$ cat src/rtl/serial_adder_ctrl_if.sv
// serial_adder_ctrl_if: start/done handshake and operand/result bus
// for the bit-serial adder. SERIAL_ADDER_SUB_EN adds the sub request bit.
interface serial_adder_ctrl_if #(
  parameter int WIDTH = 8
);
  logic             start;
  logic [WIDTH-1:0] a;
  logic [WIDTH-1:0] b;
`ifdef SERIAL_ADDER_SUB_EN
  logic             sub;
`endif
  logic             busy;
  logic             done;
  logic [WIDTH-1:0] sum;
  logic             carry_out;

  modport master (
    output start,
    output a,
    output b,
`ifdef SERIAL_ADDER_SUB_EN
    output sub,
`endif
    input  busy,
    input  done,
    input  sum,
    input  carry_out
  );

  modport slave (
    input  start,
    input  a,
    input  b,
`ifdef SERIAL_ADDER_SUB_EN
    input  sub,
`endif
    output busy,
    output done,
    output sum,
    output carry_out
  );
endinterface

$ cat src/rtl/serial_adder_ctrl.sv
// serial_adder_ctrl: one full-adder slice reused LSB-first over WIDTH bits.
// Optional subtract mode: define SERIAL_ADDER_SUB_EN.
module serial_adder_ctrl #(
  parameter int WIDTH = 8
) (
  input  logic                clk,
  input  logic                rst_n,
  serial_adder_ctrl_if.slave  bus
);
  localparam logic [1:0] IDLE = 2'd0;
  localparam logic [1:0] RUN  = 2'd1;
  localparam logic [1:0] DONE = 2'd2;
  localparam int CW = (WIDTH > 1) ? $clog2(WIDTH) : 1;

  logic [1:0]       state;
  logic [WIDTH-1:0] ra;
  logic [WIDTH-1:0] rb;
  logic [WIDTH-1:0] res;
  logic [WIDTH-1:0] res_n;
  logic [WIDTH-1:0] sum_q;
  logic [WIDTH-1:0] b_ld;
  logic [CW-1:0]    cnt;
  logic             c;
  logic             c_ld;
  logic             co_q;
  logic             p;
  logic             g1;
  logic             g2;
  logic             s;
  logic             cn;
  logic             last;

  // two half-adder cells plus the carry OR
  always_comb begin
    p     = ra[0] ^ rb[0];
    g1    = ra[0] & rb[0];
    s     = p ^ c;
    g2    = p & c;
    cn    = g1 | g2;
    res_n = (res >> 1) | (WIDTH'(s) << (WIDTH - 1));
    last  = (cnt == CW'(WIDTH - 1));
  end

`ifdef SERIAL_ADDER_SUB_EN
  // subtract as a + ~b + 1
  assign b_ld = bus.sub ? ~bus.b : bus.b;
  assign c_ld = bus.sub;
`else
  assign b_ld = bus.b;
  assign c_ld = 1'b0;
`endif

  always_ff @(posedge clk) begin
    if (!rst_n) begin
      state <= IDLE;
      ra    <= '0;
      rb    <= '0;
      res   <= '0;
      c     <= 1'b0;
      cnt   <= '0;
      sum_q <= '0;
      co_q  <= 1'b0;
    end else begin
      unique case (1'b1)
        (state == IDLE): begin
          if (bus.start) begin
            ra    <= bus.a;
            rb    <= b_ld;
            c     <= c_ld;
            cnt   <= '0;
            state <= RUN;
          end
        end
        (state == RUN): begin
          ra  <= ra >> 1;
          rb  <= rb >> 1;
          res <= res_n;
          c   <= cn;
          cnt <= cnt + CW'(1);
          if (last) begin
            sum_q <= res_n;
            co_q  <= cn;
            state <= DONE;
          end
        end
        (state == DONE): state <= IDLE;
        default:         state <= IDLE;
      endcase
    end
  end

  assign bus.busy      = (state == RUN);
  assign bus.done      = (state == DONE);
  assign bus.sum       = sum_q;
  assign bus.carry_out = co_q;
endmodule

$ cat src/flat_wrapper.sv
// flat-port wrapper written by rule: the top's interface ports become plain ports
module serial_adder_ctrl_flat 
#(
  parameter int WIDTH = 8
)
  (clk, rst_n, bus_start, bus_a, bus_b, bus_busy, bus_done, bus_sum, bus_carry_out);
  serial_adder_ctrl_if #(.WIDTH(WIDTH)) bus_i ();
  input  logic clk;
  input  logic rst_n;
  input wire logic [$bits(bus_i.start)-1:0] bus_start;
  input wire logic [$bits(bus_i.a)-1:0] bus_a;
  input wire logic [$bits(bus_i.b)-1:0] bus_b;
  output wire logic [$bits(bus_i.busy)-1:0] bus_busy;
  output wire logic [$bits(bus_i.done)-1:0] bus_done;
  output wire logic [$bits(bus_i.sum)-1:0] bus_sum;
  output wire logic [$bits(bus_i.carry_out)-1:0] bus_carry_out;
  assign bus_i.start = bus_start;
  assign bus_i.a = bus_a;
  assign bus_i.b = bus_b;
  assign bus_busy = bus_i.busy;
  assign bus_done = bus_i.done;
  assign bus_sum = bus_i.sum;
  assign bus_carry_out = bus_i.carry_out;
  serial_adder_ctrl #(.WIDTH(WIDTH)) u_core (.clk(clk), .rst_n(rst_n), .bus(bus_i));
endmodule
$ cat config.mk
export PLATFORM = sky130hd
export DESIGN_NAME = serial_adder_ctrl_flat
export DESIGN_NICKNAME = d
export VERILOG_FILES = /design/src/rtl/serial_adder_ctrl_if.sv /design/src/rtl/serial_adder_ctrl.sv /design/src/flat_wrapper.sv
export SDC_FILE = /design/constraint.sdc
export NUM_CORES = 1
export LEC_CHECK = 0
export ABC_AREA = 1
export CAP_MARGIN = 20
export CORE_ASPECT_RATIO = 0.7
export CORE_UTILIZATION = 55
export DETAILED_ROUTE_END_ITERATION = 10
export PLACE_DENSITY = 0.83
export SETUP_SLACK_MARGIN = 0.3
export SLEW_MARGIN = 20
export SYNTH_ARGS = -nofsm -noshare
export SYNTH_HDL_FRONTEND = slang
export SYNTH_SLANG_ARGS = --single-unit
export TNS_END_PERCENT = 20
$ cat constraint.sdc
create_clock -name clk -period 2.5 [get_ports clk]
set_input_delay 0.25 -clock clk [delete_from_list [all_inputs] [get_ports clk]]
set_output_delay 0.25 -clock clk [all_outputs]
set_load 0.02 [all_outputs]
# Word level (Yosys, flattened, before mapping)
# Cells that the tools add are included.
[word_totals]
ff_bits = 39
input_bits = 19
[classes]
n_addsub = 1
eq_ne = 5
n_mux = 11
bitwise = 6
n_reduce_logical = 5
[op_table]
columns = ["op", "count"]
rows = [
  ["one-hot mux 8 bit (2 select lines)", 2],
  ["two-way mux 8 bit", 2],
  ["OR 7 x 8 -> 8 bit", 1],
  ["one-hot mux 3 bit (2 select lines)", 1],
  ["AND reduction 2 bit", 3],
  ["two-way mux 2 bit", 2],
  ["one-hot mux 2 bit (2 select lines)", 1],
  ["adder 3 x 1 -> 3 bit (second input constant)", 1],
  ["equality test 3 bit (second input constant)", 1],
  ["two-way mux 3 bit", 1],
  ["bitwise AND 1 bit", 2],
  ["equality test 2 x 1 -> 1 bit (second input constant)", 1],
  ["equality test 2 bit (second input constant)", 1],
  ["logical NOT 2 bit", 1],
  ["!= test 2 x 1 -> 1 bit (second input constant)", 1],
  ["!= test 2 bit (second input constant)", 1],
  ["one-hot mux 1 bit (2 select lines)", 1],
  ["nonzero test 2 bit", 1],
  ["bitwise XOR 1 bit", 2],
  ["two-way mux 1 bit", 1],
  ["OR 1 bit", 1],
]

# Longest topological paths before layout
[depth]
word_depth = 4
depth_mapped = 7
depth_no_buf = 7

# Least setup slack after synthesis
# Ideal clock, no wire load.
[synth_timing]
kind = "flip-flop to flip-flop"
startpoint = "register u_core.cnt[0]"
endpoint = "register u_core.co_q (netlist: u_core.bus.carry_out)"
setup_time_ns = 0.116
arrival_ns = 1.054
path_slack_ns = 1.331
path_stages_with_launch = 8
path_buffers = 0
cell_sequence = "dfxtp_1 -> ha_1 -> ha_1 -> nand2_2 -> nor2_4 -> inv_2 -> nor2_1 -> nor2_1"
[synth_via]
elab_chain_len = 2
[synth_rtl]
columns = ["item", "line_no", "source"]
rows = [
  ["start: declaration", "serial_adder_ctrl.sv:22", "logic [CW-1:0] cnt;"],
  ["start signal: assignment", "serial_adder_ctrl.sv:79", "cnt <= cnt + CW'(1);"],
  ["equality test 3 bit", "serial_adder_ctrl.sv:41", "last = (cnt == CW'(WIDTH - 1));"],
  ["AND reduction 2 bit (no source line)", "--", ""],
  ["end signal: assignment", "serial_adder_ctrl.sv:82", "co_q <= cn;"],
  ["end: declaration", "serial_adder_ctrl.sv:25", "logic co_q;"],
]
# No other way between the ends.
# A chain may end at the register's enable or synchronous reset.

# Final worst setup path
[layout_timing]
startpoint = "register u_core.state[0]"
endpoint = "output port bus_busy"
[layout_via]
elab_chain_len = 1
[layout_rtl]
columns = ["item", "line_no", "source"]
rows = [
  ["start: declaration", "serial_adder_ctrl.sv:15", "logic [1:0] state;"],
  ["start signal: assignment", "serial_adder_ctrl.sv:55", "state <= IDLE;"],
  ["start signal: assignment", "serial_adder_ctrl.sv:71", "state <= RUN;"],
  ["start signal: assignment", "serial_adder_ctrl.sv:83", "state <= DONE;"],
  ["equality test 2 x 1 -> 1 bit", "serial_adder_ctrl.sv:92", "assign bus.busy = (state == RUN);"],
  ["end: declaration", "flat_wrapper.sv:13", "output wire logic [$bits(bus_i.busy)-1:0] bus_busy;"],
]
# No other way between the ends.

==> Flow_metrics.wiki <==
{| class="wikitable"
! Metric !! Value
|-
| Iteration count of the initial detailed-routing pass || 4
|-
| Worst hold margin || 0.471 ns
|-
| Worst EP arrival || 1.65 ns
|-
| Final Hold Fails || 0
|-
| Transition time at the pin with the least slew margin || 0.466 ns
|-
| Setup TNS || 0 ns
|-
| Width of the die || 68.1 microns
|-
| Maximum fanout along the worst path || 12
|-
| Worst Setup Path Type || flop to output port
|-
| Hold Buf Count CTS || 0
|-
| Run status || finished, final reports clean
|-
| Max transition margin || 0.688
|-
| Number of antenna violations at the first check in global routing || 0
|-
| Std-Cell Core Area || 2840 sq um
|-
| Grt ovf || 0
|-
| Final max-slew violation count || 0
|-
| Resized cells post-CTS || 0
|-
| # Max-Cap Violations || 0
|-
| Via count of the first global-routing pass || 1098
|-
| Num CTS Buffers || 5
|-
| Global-route wire length before repair || 4820 microns
|-
| List of cells traversed by the critical path || nand2_4, inv_2, clkdlybuf4s50_1
|-
| Starting density of the core || 0.592
|-
| Post-synthesis instance total || 248
|-
| Flip-flop and latch count after synthesis || 38
|-
| Area taken by flip-flops and latches || 761 sq um
|-
| CTS Root Buffer Type || clkbuf_8
|-
| Nets || 298
|-
| Synth Net Count || 270
|-
| Per-cell via count in the routed design || 4.64
|-
| Power Density || 599 nW/um^2
|-
| Final HPWL from detailed placement || 2110 microns
|-
| Worst skew pair latency || 0.29 ns
|-
| Crit-path max cell delay || 0.64 ns
|-
| Maximum buffer depth of the clock tree || 2
|-
| Maximum resistive drop on vdd || 0.449 mV
|-
| Total global-route track usage || 0.210
|-
| Netlist area before placement || 1680 sq um
|-
| Area taken by multi-input logic gates || 766 sq um
|-
| Crit path time final || 1.90 ns
|-
| Slowest stage cell, crit path || clkdlybuf4s50_1
|-
| Type of the tightest min-delay check || flop to flop
|-
| Vias after detailed routing || 1451
|-
| Remaining design rule violation count || 0
|-
| Mean post-synth cell area || 6.79 sq um
|-
| DIE HEIGHT || 48.3 microns
|-
| TritonCTS sink count || 38
|-
| Distinct cell type count of the synthesized netlist || 19
|-
| Sequential fraction of the synthesis area || 0.452
|-
| Clk pin slew, worst setup/hold paths || 0.07 ns
|-
| Avg WL per Cell || 10.2 microns
|-
| Count of filler cells inserted in the layout || 238
|-
| Total detailed-routing wirelength || 3200 microns
|-
| Dominant delay contributor by cell family on the critical path || buffers and inverters
|-
| Fmax || 526 MHz
|-
| TritonCTS clock tree || done
|-
| Worst clock skew || 0.00323 ns
|-
| Die area || 3290 sq um
|-
| Fraction of final layout cells sized beyond drive strength 1 || 0.0686
|-
| I/O pin count || 30
|-
| Post-CTS Setup Inserts || 0
|-
| Antenna-violating nets left || 0
|-
| Layout-stage area growth over the synthesis result || 22.0%
|-
| Number of input and output port buffers inserted || 29
|-
| H-tree levels || 2
|-
| Weighted congestion reported at the end of routability-driven placement || 0.814
|-
| Starting DRC count in detailed routing || 111
|-
| Total of warnings raised by yosys || 0
|-
| RSZ-0062 raised after global routing || no
|-
| Maximum number of pins on one net before global-route repair || 36
|-
| Endpoint class of the critical path || output port
|-
| Worst EP required || 2.25 ns
|-
| Tcrit/Tclk final || 0.761
|-
| Startpoint types || flop
|-
| Row cnt || 16
|-
| Antenna Cells || 0
|-
| Buf/Inv on CP || 2
|-
| Leakage Power || 0.000957 uW
|-
| Number of failing setup endpoints in the final timing report || 0
|}
## synthesized netlist by cell type
master     n  area share
nand2_1   78        0.17
nor2_1    68        0.15
dfxtp_1   38        0.45
inv_1     18       0.040
o21ai_0   11       0.033
a21oi_1   10       0.030
buf_6      4       0.027
buf_2      3      0.0089
clkbuf_1   3      0.0067
inv_2      3      0.0067
ha_1       2       0.015
nand2_4    2       0.013
nand3_1    2      0.0059
a21oi_2    1      0.0052
buf_4      1      0.0045
fa_1       1       0.012
nand2_2    1      0.0037
nor2_4     1      0.0067
o21ai_2    1      0.0052
## where the power goes
group,internal [uW],leakage (uW),switching (uW)
sequential,632,0.000311,12.1
clock,222,0.0000482,207
combinational,67.9,0.000598,89.4
total,922,0.000957,308
## per-layer routing
layer,global-route usage,share of wire,up-vias
met4,0.100,0.012,0
li1,-,-,798
met5,0,0,-
met1,0.292,0.54,618
met2,0.292,0.40,29
met3,0.0701,0.046,6
## flip-flops by register name, summed over array words and instances, names as in the netlist
register and cells:
u_core.bus.sum 8, u_core.ra 8, u_core.rb 8, u_core.res 7
u_core.cnt 3, u_core.state 2, u_core.bus.carry_out 1, u_core.c 1
## worst paths after layout
check / start / to / slack [ns] / cells past startpoint
max reg2reg: u_core.cnt[0]$_SDFFE_PN0P_ / u_core.bus.sum[5]$_SDFFE_PN0P_ / 1.09 / 7
max: u_core.state[0]$_SDFFE_PN0P_ / bus_busy / 0.60 / 3
min: u_core.rb[7]$_SDFFE_PN0P_ / u_core.rb[7]$_SDFFE_PN0P_ / 0.47 / 2
min reg2reg: u_core.rb[7]$_SDFFE_PN0P_ / u_core.rb[7]$_SDFFE_PN0P_ / 0.47 / 2
## logic make-up (layout without fill, tap and decap cells)
kind of cell	count (synthesis)	in the layout	share of synthesized area
compound gates	23	23	0.0728
buf+inv	32	61	0.0936
flops	38	38	0.452
fa+ha+maj	3	3	0.0267
simple gates	152	152	0.355
## worst reg2reg max path, cell delays in order (launching register included)
cell and delay, ns:
dfxtp_1 0.36, ha_1 0.16, ha_1 0.15, nand2_2 0.07
nor2_4 0.22, inv_2 0.15, nor2_1 0.14, nor2_1 0.06
## area by class of cell
type / count / share of cell area
Inverter: 21 / 0.0384
Multi-Input combinational cell: 178 / 0.373
Clock buffer: 7 / 0.0420
Clock inverter: 1 / 0.00244
Timing Repair Buffer: 32 / 0.152
Tap cell: 36 / 0.0219
Sequential cell: 38 / 0.370
## stage by stage
step | instances | setup WS, ns | cell area (sq um) | power (uW) | util
after detailed placement | 305 | 0.872 | 1960 | 814 | 0.691
after global placement | 305 | 0.906 | 1960 | 811 | 0.691
after floorplan | 248 | 1.33 | 1680 | 770 | -
after CTS | 313 | 0.596 | 2050 | 1240 | 0.723
after global routing | 313 | 0.526 | 2050 | 1290 | 0.723
final | 313 | 0.598 | 2050 | 1230 | 0.723
## placed cells by master, fill, tap and decap left out, drive strengths merged
master / n
nand2: 81
nor2: 69
dfxtp: 38
clkdlybuf4s50: 29
inv: 21
o21ai: 12
a21oi: 11
clkbuf: 7
buf: 3
nand3: 2
ha: 2
fa: 1
clkinv: 1
Power figures use the tool's default switching activity.
